<file path="src/rtl/mc_ctrl_fsm.sv">
// Multi-cycle MIPS control unit: sequences fetch/decode/execute/memory/writeback
// for a shared-memory datapath and counts retired instructions.
module mc_ctrl_fsm #(
  parameter int CNT_W = 16
) (
  input  logic             clk,
  input  logic             rst,
  input  logic [5:0]       opcode,
  input  logic [5:0]       funct,
  input  logic             zero,
  input  logic             mem_ready,
  output logic             pc_we,
  output logic [1:0]       pc_src,
  output logic             iord,
  output logic             mem_rd,
  output logic             mem_wr,
  output logic             ir_we,
  output logic             reg_we,
  output logic             reg_dst,
  output logic             mem_to_reg,
  output logic             alu_src_a,
  output logic [1:0]       alu_src_b,
  output logic [2:0]       alu_ctrl,
  output logic [3:0]       state,
  output logic             retire,
  output logic [CNT_W-1:0] instr_cnt
);

  typedef enum logic [3:0] {
    S_IF    = 4'd0,  S_ID    = 4'd1,  S_MA   = 4'd2,  S_LW_RD = 4'd3,
    S_LW_WB = 4'd4,  S_SW    = 4'd5,  S_R_EX = 4'd6,  S_R_WB  = 4'd7,
    S_BR    = 4'd8,  S_J     = 4'd9,  S_I_EX = 4'd10, S_I_WB  = 4'd11
  } state_t;

  localparam logic [5:0] OP_RTYPE = 6'b000000;
  localparam logic [5:0] OP_LW    = 6'b100011;
  localparam logic [5:0] OP_SW    = 6'b101011;
  localparam logic [5:0] OP_BEQ   = 6'b000100;
  localparam logic [5:0] OP_BNE   = 6'b000101;
  localparam logic [5:0] OP_J     = 6'b000010;
  localparam logic [5:0] OP_ADDI  = 6'b001000;

  localparam logic [2:0] ALU_ADD = 3'b010;
  localparam logic [2:0] ALU_SUB = 3'b110;
  localparam logic [2:0] ALU_AND = 3'b000;
  localparam logic [2:0] ALU_OR  = 3'b001;
  localparam logic [2:0] ALU_SLT = 3'b111;

  state_t           state_r, next_s;
  logic [CNT_W-1:0] cnt_r;
  logic [2:0]       r_alu_s;
  logic             r_legal_s;
  logic             pc_we_s, iord_s, mem_rd_s, mem_wr_s, ir_we_s, reg_we_s;
  logic             reg_dst_s, mem_to_reg_s, alu_src_a_s, retire_s;
  logic [1:0]       pc_src_s, alu_src_b_s;
  logic [2:0]       alu_ctrl_s;

  always_ff @(posedge clk or posedge rst) begin
    if (rst) state_r <= S_IF;
    else     state_r <= next_s;
  end

  always_ff @(posedge clk or posedge rst) begin
    if (rst)           cnt_r <= '0;
    else if (retire_s) cnt_r <= cnt_r + {{(CNT_W-1){1'b0}}, 1'b1};
    else               cnt_r <= cnt_r;
  end

  always_comb begin
    r_alu_s   = ALU_AND;
    r_legal_s = 1'b1;
    case (funct)
      6'b100000: r_alu_s = ALU_ADD;
      6'b100010: r_alu_s = ALU_SUB;
      6'b100100: r_alu_s = ALU_AND;
      6'b100101: r_alu_s = ALU_OR;
      6'b101010: r_alu_s = ALU_SLT;
      default: begin
        r_alu_s   = ALU_AND;
        r_legal_s = 1'b0;
      end
    endcase
  end

  always_comb begin
    next_s       = S_IF;
    pc_we_s      = 1'b0;
    pc_src_s     = 2'b00;
    iord_s       = 1'b0;
    mem_rd_s     = 1'b0;
    mem_wr_s     = 1'b0;
    ir_we_s      = 1'b0;
    reg_we_s     = 1'b0;
    reg_dst_s    = 1'b0;
    mem_to_reg_s = 1'b0;
    alu_src_a_s  = 1'b0;
    alu_src_b_s  = 2'b00;
    alu_ctrl_s   = 3'b000;
    retire_s     = 1'b0;
    case (state_r)
      S_IF: begin
        mem_rd_s    = 1'b1;
        alu_src_b_s = 2'b01;
        alu_ctrl_s  = ALU_ADD;
        ir_we_s     = mem_ready;
        pc_we_s     = mem_ready;
        if (mem_ready) next_s = S_ID;
        else           next_s = S_IF;
      end
      S_ID: begin
        alu_src_b_s = 2'b11;
        alu_ctrl_s  = ALU_ADD;
        case (opcode)
          OP_LW, OP_SW:   next_s = S_MA;
          OP_RTYPE:       next_s = S_R_EX;
          OP_BEQ, OP_BNE: next_s = S_BR;
          OP_J:           next_s = S_J;
          OP_ADDI:        next_s = S_I_EX;
          default:        next_s = S_IF;
        endcase
      end
      S_MA: begin
        alu_src_a_s = 1'b1;
        alu_src_b_s = 2'b10;
        alu_ctrl_s  = ALU_ADD;
        if (opcode == OP_LW)      next_s = S_LW_RD;
        else if (opcode == OP_SW) next_s = S_SW;
        else                      next_s = S_IF;
      end
      S_LW_RD: begin
        mem_rd_s = 1'b1;
        iord_s   = 1'b1;
        if (mem_ready) next_s = S_LW_WB;
        else           next_s = S_LW_RD;
      end
      S_LW_WB: begin
        reg_we_s     = 1'b1;
        mem_to_reg_s = 1'b1;
        retire_s     = 1'b1;
      end
      S_SW: begin
        mem_wr_s = 1'b1;
        iord_s   = 1'b1;
        retire_s = mem_ready;
        if (mem_ready) next_s = S_IF;
        else           next_s = S_SW;
      end
      S_R_EX: begin
        alu_src_a_s = 1'b1;
        alu_ctrl_s  = r_alu_s;
        if (r_legal_s) next_s = S_R_WB;
        else           next_s = S_IF;
      end
      S_R_WB: begin
        alu_src_a_s = 1'b1;
        alu_ctrl_s  = r_alu_s;
        reg_we_s    = 1'b1;
        reg_dst_s   = 1'b1;
        retire_s    = 1'b1;
      end
      S_BR: begin
        // Branch target was parked in ALUOut during decode
        alu_src_a_s = 1'b1;
        alu_ctrl_s  = ALU_SUB;
        pc_src_s    = 2'b01;
        pc_we_s     = (opcode == OP_BEQ) ? zero : ~zero;
        retire_s    = 1'b1;
      end
      S_J: begin
        pc_src_s = 2'b10;
        pc_we_s  = 1'b1;
        retire_s = 1'b1;
      end
      S_I_EX: begin
        alu_src_a_s = 1'b1;
        alu_src_b_s = 2'b10;
        alu_ctrl_s  = ALU_ADD;
        next_s      = S_I_WB;
      end
      S_I_WB: begin
        alu_src_a_s = 1'b1;
        alu_src_b_s = 2'b10;
        alu_ctrl_s  = ALU_ADD;
        reg_we_s    = 1'b1;
        retire_s    = 1'b1;
      end
      default: next_s = S_IF;
    endcase
  end

  // Reset masks every strobe and select immediately, even mid memory wait
  assign pc_we      = pc_we_s & ~rst;
  assign pc_src     = rst ? 2'b00 : pc_src_s;
  assign iord       = iord_s & ~rst;
  assign mem_rd     = mem_rd_s & ~rst;
  assign mem_wr     = mem_wr_s & ~rst;
  assign ir_we      = ir_we_s & ~rst;
  assign reg_we     = reg_we_s & ~rst;
  assign reg_dst    = reg_dst_s & ~rst;
  assign mem_to_reg = mem_to_reg_s & ~rst;
  assign alu_src_a  = alu_src_a_s & ~rst;
  assign alu_src_b  = rst ? 2'b00 : alu_src_b_s;
  assign alu_ctrl   = rst ? 3'b000 : alu_ctrl_s;
  assign retire     = retire_s & ~rst;
  assign state      = state_r;
  assign instr_cnt  = cnt_r;

endmodule

</file>
<file path="config.mk">
export PLATFORM = sky130hd
export DESIGN_NAME = mc_ctrl_fsm
export DESIGN_NICKNAME = d
export VERILOG_FILES = /design/src/rtl/mc_ctrl_fsm.sv
export SDC_FILE = /design/constraint.sdc
export NUM_CORES = 1
export LEC_CHECK = 0
export BUFFER_PORTS_ARGS = -buffer_cell sky130_fd_sc_hd__buf_2
export CAP_MARGIN = 20
export CELL_PAD_IN_SITES_DETAIL_PLACEMENT = 2
export CELL_PAD_IN_SITES_GLOBAL_PLACEMENT = 2
export CORE_MARGIN = 1
export CORE_UTILIZATION = 29
export CTS_BUF_LIST = sky130_fd_sc_hd__clkbuf_2
export DETAILED_ROUTE_END_ITERATION = 16
export HOLD_SLACK_MARGIN = 0.03
export PLACE_DENSITY_LB_ADDON = 0.1
export SKIP_CTS_REPAIR_TIMING = 1
export SYNTH_ARGS = -nofsm -noshare
export SYNTH_HDL_FRONTEND = slang
export SYNTH_SLANG_ARGS = --single-unit
</file>
<file path="constraint.sdc">
create_clock -name clk -period 1.9 [get_ports clk]
set_input_delay 0.38 -clock clk [delete_from_list [all_inputs] [get_ports clk]]
set_output_delay 0.38 -clock clk [all_outputs]
set_load 0.02 [all_outputs]
</file>
==> results by group, run 1 <==
Timing
  – WHS: 0.345 ns
  – Fmax: 470 MHz
  – PnR worst setup slack: -0.228 ns
  – Headroom to the max-slew limit: 72.4%
  – Setup TNS: -1.97 ns
  – Clock skew: 0.00936 ns
  – Final hold vios: 0
  – Worst slew pin tran: 0.411 ns
  – Min Tclk post-route: 2.13 ns
  – RSZ-0062 raised after global routing: yes
  – Final Slew Violations: 0
  – Final period utilization: 112%
  – Final setup viols: 15

Floorplan
  – Die footprint: 5200 um^2
  – Die Wd: 72.1 um
  – Die Y: 72.1 um
  – Initial Utilization: 30.2%
  – IO Count: 53
  – Row count: 25
  – Core area: 4720 um^2

Synth
  – Post-synth top flop: dfrtp_1
  – Mapped Nets: 179
  – Yosys reg bits: 20
  – Synth cell types: 42
  – Mapped cell area: 1430 um^2
  – Register area share after synthesis: 35.1%
  – Cells after Synth: 162
  – Asr flop ratio synth: 100%
  – Syn_area_per_cell: 8.80 um^2
  – Synth Warn #: 0
  – Post-synth EDFFs: 0

Clock tree
  – Clk sinks: 20
  – Clock Tree Buf Depth: 2
  – CTS Root Buffer Type: clkbuf_2
  – Num CTS Buffers: 3
  – CTS tree: yes
  – Htree depth: 1
  – Clock latency on the worst-skew pair: 0.33 ns
  – CTS clk-pin slew, worst paths: 0.20 ns

Critical path
  – Worst Setup SP: state[3]
  – Startpoint type of the worst setup path: flop
  – Worst Setup EP: pc_we
  – R2R Setup Slk: 0.17 ns
  – Worst path arrival time: 1.75 ns
  – R2r worst-path depth: 5
  – Critical R2R Launch: state[3]
  – Crit path kind: reg -> out
  – RR Endpoint: state[1]
  – WP data required: 1.52 ns
  – Crit path capture type: primary output
  – Largest fanout on the critical path: 6

Global route
  – Antenna violations before repair: 0
  – Vias in the first global route: 1,587
  – GRT Overall Usage: 19.3%
  – Gr ovfl total: 0
  – First-pass GRT wire length: 7910 um
  – Pin count of the biggest net entering global routing: 21

Routing
  – TritonRoute pass-1 iters: 4
  – Vias per cell: 5.09
  – Violation count after the first detailed-route iteration: 31
  – Post-detailed-route wirelength per cell: 17.2 um
  – Vias: 1,584
  – DRC violations left: 0
  – Total wire length: 5350 um
  – Detail Route Antenna Nets: 0

Power
  – Sequential power share: 45.5%
  – Sw Share: 39.5%
  – Total internal power: 672 uW
  – Leak Pwr: 1.00 nW
  – Psw: 438 uW
  – VDD IR max: 497 uV
  – Clock share of power: 16.8%
  – Pwr Density: 505 nW/um^2
  – Combinational share of power: 37.7%

Status
  – Status: finished with violations
  – Failing checks: setup timing

Place
  – Placer Congestion: 0.722
  – Port bufs: 52
  – Half-perimeter wire length after placement: 3900 um

Cells and area
  – Commonest non-fill, non-tap cell in the layout: buf_4
  – Layout cells sized above 1: 49.6%
  – Diode count: 0
  – Area growth syn-to-layout: 54.3%
  – Total Nets Final: 262
  – Most frequent cells in the layout: buf_4 (42), buf_2 (39), dfrtp_1 (17)

Run
  – Max-cap violations: 0

Hold path
  – Hold crit path type: in -> async
[registers in the layout, indices dropped and copies added, names as in the netlist]
signal,cells
instr_cnt,16
state,4
[layer usage]
metal,part of all wire [%],global-route usage (%),vias to the layer above
met4,0,1.96,0
met2,50,33.2,41
met5,0,0,-
li1,-,-,763
met1,46,26.1,780
met3,4.0,3.33,0
[layout make-up]
type	instances	area, um^2
repair buffers	86	567
clock inverters	1	3.75
inverters	4	15.0
clock buffers	3	15.0
fillers	533	2520
flip-flops and latches	20	504
well taps	67	83.8
multi-input cells	130	1010
[through the flow]
step	utilization [%]	power, mW	setup WS, ns	area (um^2)	cells
after floorplan	-	0.733	-0.0885	1480	162
after global placement	41.8	0.890	-0.183	1970	299
after detailed placement	41.8	0.905	-0.203	1970	299
after CTS	42.2	1.10	-0.393	1990	303
after global routing	46.5	1.17	-0.313	2200	311
final	46.5	1.11	-0.228	2200	311
[critical path, cell delays in order (launching register included)]
cell,delay (ns)
dfrtp_2,0.48
buf_4,0.14
nand2b_4,0.05
o41a_1,0.34
a211oi_2,0.22
buf_4,0.17
[power by group through the flow]
stage / clock network, mW / logic, mW / registers [mW]
floorplan: 0 / 0.184 / 0.549
global placement: 0 / 0.380 / 0.510
detailed placement: 0 / 0.392 / 0.514
CTS: 0.199 / 0.394 / 0.506
global route: 0.206 / 0.453 / 0.515
finish: 0.187 / 0.419 / 0.505
[worst min path at each step]
| stage | start | end | slack (ns) | depth (start not counted) |
|---|---|---|---|---|
| after floorplan | rst | instr_cnt[0] | 0.35 | 1 |
| after global placement | instr_cnt[15] | instr_cnt[15] | 0.45 | 1 |
| after detailed placement | instr_cnt[15] | instr_cnt[15] | 0.47 | 1 |
| after CTS | rst | instr_cnt[9] | 0.33 | 4 |
| after global routing | rst | instr_cnt[7] | 0.36 | 4 |
| final | rst | instr_cnt[7] | 0.34 | 4 |
[synth_stat cells (2+ instances only)]
cell	count	area [um^2]
nor4b_1	3	26.3
or3b_2	3	26.3
nor2_1	15	56.3
nand2_1	7	26.3
nor4_1	4	25.0
o21ai_0	3	15.0
nand2b_1	5	31.3
clkbuf_1	5	18.8
nor2b_1	3	18.8
nor3b_1	3	22.5
buf_2	2	10.0
and2_1	3	18.8
dfrtp_1	20	500
and3_1	6	37.5
nand4_1	12	75.1
and4_1	2	17.5
xnor2_1	16	140
a21oi_1	5	25.0
nor3_1	5	25.0
inv_1	4	15.0
xor2_1	3	26.3
nand3_1	10	50.1
a31oi_1	4	25.0
[logic make-up (layout without fill, tap and decap cells)]
logic type,Yosys count,after routing,synth area share [%]
adders and majority gates,1,1,0.878
buffers and inverters,12,94,3.86
DFF,20,20,35.1
AOI/OAI and AO/OA,19,19,8.69
and+or+nand+nor,89,89,38.3
muxes,2,2,1.49
xor gates and xnor gates,19,19,11.7
No activity file was read; power rests on OpenSTA's default activity.
==> inputs of run 2 (changes only) <==
--- a/config.mk
+++ b/config.mk
@@ -13,8 +13,9 @@
 export CORE_UTILIZATION = 29
 export CTS_BUF_LIST = sky130_fd_sc_hd__clkbuf_2
 export DETAILED_ROUTE_END_ITERATION = 16
+export GPL_TIMING_DRIVEN = 0
 export HOLD_SLACK_MARGIN = 0.03
-export PLACE_DENSITY_LB_ADDON = 0.1
+export PLACE_DENSITY = 0.82
 export SKIP_CTS_REPAIR_TIMING = 1
 export SYNTH_ARGS = -nofsm -noshare
 export SYNTH_HDL_FRONTEND = slang
==> run 2 against run 1 <==
Against the previous run: the run still ends with setup timing left; clock power increased by 81%; critical path depth increased by 1; via count decreased by 0.82%; critical endpoint is now retire; hold slack got worse by 0.31 ns.
==> results by group, run 2 (synthesized netlist as in run 1, its figures left out) <==
Status
  – Status: finished with violations (unchanged)
  – Failing checks: setup timing (unchanged)

Timing
  – Final Slew Violations: 0 (unchanged)
  – PnR worst setup slack: -0.355 ns (was -0.228 ns)
  – Fmax: 443 MHz (was 470 MHz)
  – Final setup viols: 17 (was 15)
  – Headroom to the max-slew limit: 56.6% (was 72.4%)
  – WHS: 0.0373 ns (was 0.345 ns)
  – Final period utilization: 119% (was 112%)
  – Min Tclk post-route: 2.26 ns (was 2.13 ns)
  – Worst slew pin tran: 0.651 ns (was 0.411 ns)
  – Clock skew: 0.0273 ns (was 0.00936 ns)
  – RSZ-0062 raised after global routing: yes (unchanged)
  – Setup TNS: -3.47 ns (was -1.97 ns)
  – Final hold vios: 0 (unchanged)

Critical path
  – Slowest CP cell: dfrtp_1 (was dfrtp_2)
  – RR Endpoint: instr_cnt[1] (was state[1])
  – R2r worst-path depth: 5 (unchanged)
  – Worst path arrival time: 1.88 ns (was 1.75 ns)
  – Critical Path, Cell by Cell: buf_4 > nor4b_4 > nor4_4 > buf_6 > and2_4 > buf_6 (was buf_4 > nand2b_4 > o41a_1 > a211oi_2 > buf_4)
  – Max stage delay on crit path: 0.48 ns (about the same)
  – Crit path kind: reg -> out (unchanged)
  – R2R Setup Slk: 0.13 ns (was 0.17 ns)
  – Critical R2R Launch: state[3] (unchanged)
  – Worst Setup SP: state[1] (was state[3])
  – Largest fanout on the critical path: 3 (was 6)
  – WP data required: 1.52 ns (about the same)
  – Most frequent CP cell: buf_6 (was buf_4)
  – Crit path capture type: primary output (unchanged)
  – Startpoint type of the worst setup path: flop (unchanged)

Cells and area
  – Commonest non-fill, non-tap cell in the layout: buf_2 (was buf_4)
  – Max reg flops: 16 (unchanged)
  – Total Nets Final: 250 (was 262)
  – Area growth syn-to-layout: 51.5% (was 54.3%)
  – Util after Layout: 45.7% (was 46.5%)
  – # fillers: 518 (was 533)
  – Most frequent cells in the layout: buf_2 (40), buf_4 (22), dfrtp_1 (17) (was buf_4 (42), buf_2 (39), dfrtp_1 (17))
  – Diode count: 0 (unchanged)
  – Layout cells sized above 1: 47.4% (was 49.6%)
  – Fin area: 2160 um^2 (was 2200 um^2)
  – Post-Layout Cell Count: 299 (was 311)

Global route
  – Pin count of the biggest net entering global routing: 23 (was 21)
  – First-pass GRT wire length: 7550 um (was 7910 um)
  – Vias in the first global route: 1,527 (was 1,587)
  – Antenna violations before repair: 0 (unchanged)
  – GRT Overall Usage: 18.6% (was 19.3%)
  – Gr ovfl total: 0 (unchanged)

Routing
  – Total wire length: 5640 um (was 5350 um)
  – Violation count after the first detailed-route iteration: 26 (was 31)
  – Vias per cell: 5.25 (was 5.09)
  – Vias: 1,571 (was 1,584)
  – DRC violations left: 0 (unchanged)
  – Detail Route Antenna Nets: 0 (unchanged)
  – Post-detailed-route wirelength per cell: 18.9 um (was 17.2 um)
  – TritonRoute pass-1 iters: 4 (unchanged)

Clock tree
  – CTS Root Buffer Type: clkbuf_2 (unchanged)
  – CTS clk-pin slew, worst paths: 0.24 ns (was 0.20 ns)
  – Num CTS Buffers: 3 (unchanged)
  – Clock latency on the worst-skew pair: 0.36 ns (was 0.33 ns)
  – Clk sinks: 20 (unchanged)
  – Clock Tree Buf Depth: 2 (unchanged)
  – CTS tree: yes (unchanged)
  – Htree depth: 1 (unchanged)

Power
  – Combinational share of power: 33.7% (was 37.7%)
  – Sequential power share: 40.1% (was 45.5%)
  – Sw Share: 37.0% (was 39.5%)
  – Total internal power: 812 uW (was 672 uW)
  – Pwr Density: 597 nW/um^2 (was 505 nW/um^2)
  – Total power: 1.29 mW (was 1.11 mW)
  – VDD IR max: 249 uV (was 497 uV)
  – Psw: 478 uW (was 438 uW)
  – Leak Pwr: 0.954 nW (was 1.00 nW)
  – Clock share of power: 26.2% (was 16.8%)

Floorplan
  – Die Wd: 72.1 um (unchanged)
  – Die footprint: 5200 um^2 (unchanged)
  – Die Y: 72.1 um (unchanged)
  – Initial Utilization: 30.2% (unchanged)
  – IO Count: 53 (unchanged)
  – Row count: 25 (unchanged)
  – Core area: 4720 um^2 (unchanged)

Place
  – Port bufs: 52 (unchanged)
  – Placement Cell Area: 1820 um^2 (was 1970 um^2)
  – Placer Congestion: 0.775 (was 0.722)
  – Placed cell count: 281 (was 299)
  – Pre-CTS setup slack: -0.302 ns (was -0.203 ns)
  – Half-perimeter wire length after placement: 3540 um (was 3900 um)

Run
  – Max-cap violations: 0 (unchanged)

Hold path
  – Hold crit path type: in -> async (unchanged)
## run 2: power groups by stage
stage          logic [mW]  registers [mW]  clock network (mW)
2_1_floorplan       0.184           0.549                   0
3_3_place_gp        0.348           0.518                   0
3_5_place_dp        0.355           0.520                   0
4_1_cts             0.355           0.513               0.341
5_1_grt             0.467           0.525               0.352
6_report            0.434           0.518               0.338
## run 2: how the worst max path moves through the flow
stage / slack, ns / end / depth (start not counted)
final: -0.36 / retire / 6
after global routing: -0.41 / retire / 6
after CTS: -0.76 / pc_src[1] / 5
after detailed placement: -0.30 / pc_src[1] / 5
after global placement: -0.28 / pc_src[1] / 5
after floorplan: -0.09 / alu_src_b[0] / 3
## run 2: per-layer routing
layer	GRT usage [%]	up-vias	routed length [um]	part of all wire, %
li1	-	734	-	-
met1	24.2	782	2370	42
met2	31.9	46	2970	53
met3	2.36	9	213	3.8
met4	6.10	0	87	1.5
met5	0	-	0	0
## run 2: layout make-up
cell class                      count  area [um^2]  share of cell area (%)
Tap cell                           67         83.8                    3.88
Multi-Input combinational cell    130         1010                    46.6
Buffer                              8         71.3                    3.30
Sequential cell                    20          504                    23.3
Timing Repair Buffer               66          428                    19.8
Inverter                            4         21.3                   0.985
Clock buffer                        3         15.0                   0.695
Clock inverter                      1         30.0                    1.39
## run 2: worst max-delay path: cells and delay by family (launching register included)
kind          cells  cell delay [ns]
buf+inv           3             0.42
flops             1             0.48
simple gates      3             0.59
==> inputs of run 3 (changes only) <==
==> config.mk (replaced) <==
export PLATFORM = sky130hd
export DESIGN_NAME = mc_ctrl_fsm
export DESIGN_NICKNAME = d
export VERILOG_FILES = /design/src/rtl/mc_ctrl_fsm.sv
export SDC_FILE = /design/constraint.sdc
export NUM_CORES = 1
export LEC_CHECK = 0
export CAP_MARGIN = 20
export CELL_PAD_IN_SITES_DETAIL_PLACEMENT = 2
export CELL_PAD_IN_SITES_GLOBAL_PLACEMENT = 2
export CORE_MARGIN = 1
export CORE_UTILIZATION = 37
export CTS_BUF_LIST = sky130_fd_sc_hd__clkbuf_2
export DETAILED_ROUTE_END_ITERATION = 16
export DONT_BUFFER_PORTS = 1
export GPL_TIMING_DRIVEN = 0
export HOLD_SLACK_MARGIN = 0.03
export PLACE_DENSITY = 0.81
export SKIP_CTS_REPAIR_TIMING = 1
export SYNTH_ARGS = -nofsm -noshare
export SYNTH_HDL_FRONTEND = slang
export SYNTH_SLANG_ARGS = --single-unit
==> run 3 against run 2 <==
Against the previous run: the run still ends with setup timing left; flip-flop and latch count did not move; clock power barely moved; clock skew fell by 0.026 ns; sequential share of layout area rose by 3.0 points; critical path depth fell by 1; final cell count fell by 23%; via count fell by 8.3%; wire length rose by 12%; final area fell by 11%; utilization rose by 6.2 points; critical path type unchanged.
==> results by group, run 3 (synthesized netlist as in run 1, its figures left out) <==
Global route
  – First-pass GRT wire length: 7020 um (was 7550 um)
  – Antenna violations before repair: 0 (unchanged)
  – Gr ovfl total: 0 (unchanged)
  – Vias in the first global route: 1,413 (was 1,527)
  – Pin count of the biggest net entering global routing: 23 (unchanged)
  – GRT Overall Usage: 21.9% (was 18.6%)

Timing
  – Min Tclk post-route: 2.39 ns (was 2.26 ns)
  – Final hold vios: 0 (unchanged)
  – Final setup viols: 17 (unchanged)
  – RSZ-0062 raised after global routing: yes (unchanged)
  – Final Slew Violations: 0 (unchanged)
  – Headroom to the max-slew limit: 30.8% (was 56.6%)
  – Final period utilization: 126% (was 119%)
  – Setup TNS: -5.35 ns (was -3.47 ns)
  – Worst slew pin tran: 1.04 ns (was 0.651 ns)
  – Clock skew: 0.00163 ns (was 0.0273 ns)
  – PnR worst setup slack: -0.488 ns (was -0.355 ns)
  – Fmax: 419 MHz (was 443 MHz)

Clock tree
  – Num CTS Buffers: 3 (unchanged)
  – CTS clk-pin slew, worst paths: 0.20 ns (was 0.24 ns)
  – Clock latency on the worst-skew pair: 0.36 ns (about the same)
  – Htree depth: 1 (unchanged)
  – Clock Tree Buf Depth: 2 (unchanged)
  – Clk sinks: 20 (unchanged)
  – CTS tree: yes (unchanged)
  – CTS Root Buffer Type: clkbuf_2 (unchanged)

Floorplan
  – Initial Utilization: 38.6% (was 30.2%)
  – IO Count: 53 (unchanged)
  – Core area: 3690 um^2 (was 4720 um^2)
  – Die footprint: 4100 um^2 (was 5200 um^2)
  – Row count: 22 (was 25)
  – Die Wd: 64.1 um (was 72.1 um)
  – Die Y: 64.1 um (was 72.1 um)

Critical path
  – RR Endpoint: state[1] (was instr_cnt[1])
  – R2R Setup Slk: 0.02 ns (was 0.13 ns)
  – WP data required: 1.52 ns (about the same)
  – Largest fanout on the critical path: 10 (was 3)
  – Startpoint type of the worst setup path: flop (unchanged)
  – R2r worst-path depth: 5 (unchanged)
  – Critical R2R Launch: state[3] (unchanged)
  – Worst path arrival time: 2.01 ns (was 1.88 ns)
  – Crit path kind: reg -> out (unchanged)
  – Crit path capture type: primary output (unchanged)

Routing
  – Violation count after the first detailed-route iteration: 67 (was 26)
  – DRC violations left: 0 (unchanged)
  – TritonRoute pass-1 iters: 4 (unchanged)
  – Vias per cell: 6.29 (was 5.25)
  – Vias: 1,441 (was 1,571)
  – Post-detailed-route wirelength per cell: 27.7 um (was 18.9 um)
  – Detail Route Antenna Nets: 0 (unchanged)
  – Total wire length: 6330 um (was 5640 um)

Status
  – Status: finished with violations (unchanged)
  – Failing checks: setup timing (unchanged)

Cells and area
  – Post-Layout Cell Count: 229 (was 299)
  – Area growth syn-to-layout: 34.4% (was 51.5%)
  – Commonest non-fill, non-tap cell in the layout: dfrtp_1 (was buf_2)
  – Most frequent cells in the layout: dfrtp_1 (16), xnor2_1 (15), buf_4 (14) (was buf_2 (40), buf_4 (22), dfrtp_1 (17))
  – Total Nets Final: 199 (was 250)
  – Layout cells sized above 1: 35.9% (was 47.4%)
  – Max reg flops: 16 (unchanged)
  – Diode count: 0 (unchanged)

Place
  – Placer Congestion: 0.801 (was 0.775)
  – Half-perimeter wire length after placement: 3270 um (was 3540 um)
  – Placed cell count: 210 (was 281)
  – Port bufs: 0 (was 52)

Power
  – Pwr Density: 645 nW/um^2 (was 597 nW/um^2)
  – Leak Pwr: 0.715 nW (was 0.954 nW)
  – VDD IR max: 414 uV (was 249 uV)

Run
  – Max-cap violations: 0 (unchanged)

Hold path
  – Hold crit path type: in -> async (unchanged)
-- run 3: cell types whose count changed in the layout (fill, tap and decap cells not counted), sizes merged --
cell / before / now
buf: 70 / 20
clkbuf: 7 / 6
-- run 3: final cells by class --
cell class	instances	area, um^2
plain buffers	8	83.8
flip-flops and latches	20	505
fillers	378	1770
inverters	4	18.8
multi-input cells	130	1080
well taps	48	60.1
clock buffers	3	15.0
clock inverters	1	30.0
repair buffers	15	120
-- run 3: metal layers --
metal | part of all wire [%] | track usage, % | routed length [um] | up-vias
li1 | - | - | - | 634
met4 | 2.6 | 3.41 | 167 | 0
met1 | 45 | 28.8 | 2850 | 732
met5 | 0 | 0 | 0 | -
met2 | 47 | 36.8 | 3000 | 60
met3 | 5.0 | 5.36 | 314 | 15
-- run 3: worst max-delay path: stages, from the launching register on --
cell and delay (ns):
dfrtp_2 0.58, buf_4 0.24, nand2b_2 0.27, a21oi_1 0.21
a31oi_1 0.08, nor2_2 0.26
-- run 3: metrics by stage --
stage / hold slack (ns) / utilization (%) / cell area, um^2 / setup WS (ns) / power, mW
after floorplan: 0.354 / - / 1480 / -0.0885 / 0.733
after global placement: 0.458 / 41.6 / 1540 / -0.387 / 0.788
after detailed placement: 0.469 / 41.6 / 1540 / -0.415 / 0.806
after CTS: 0.0626 / 42.8 / 1580 / -0.843 / 1.13
after global routing: 0.0712 / 51.9 / 1920 / -0.536 / 1.29
final: 0.0522 / 51.9 / 1920 / -0.488 / 1.23
-- run 3: how the worst max path moves through the flow --
stage | startpoint | endpoint | cells after the start
finish | state[3] | reg_we | 5
global route | state[3] | reg_we | 5
CTS | state[0] | pc_src[1] | 4
detailed placement | state[0] | pc_src[1] | 4
global placement | state[0] | pc_src[1] | 4
floorplan | state[1] | alu_src_b[0] | 3
-- run 3: where the power goes --
part           switching, mW  total [mW]  internal [mW]
Sequential             0.113       0.573          0.459
Combinational          0.205       0.327          0.122
Clock                  0.154       0.335          0.181
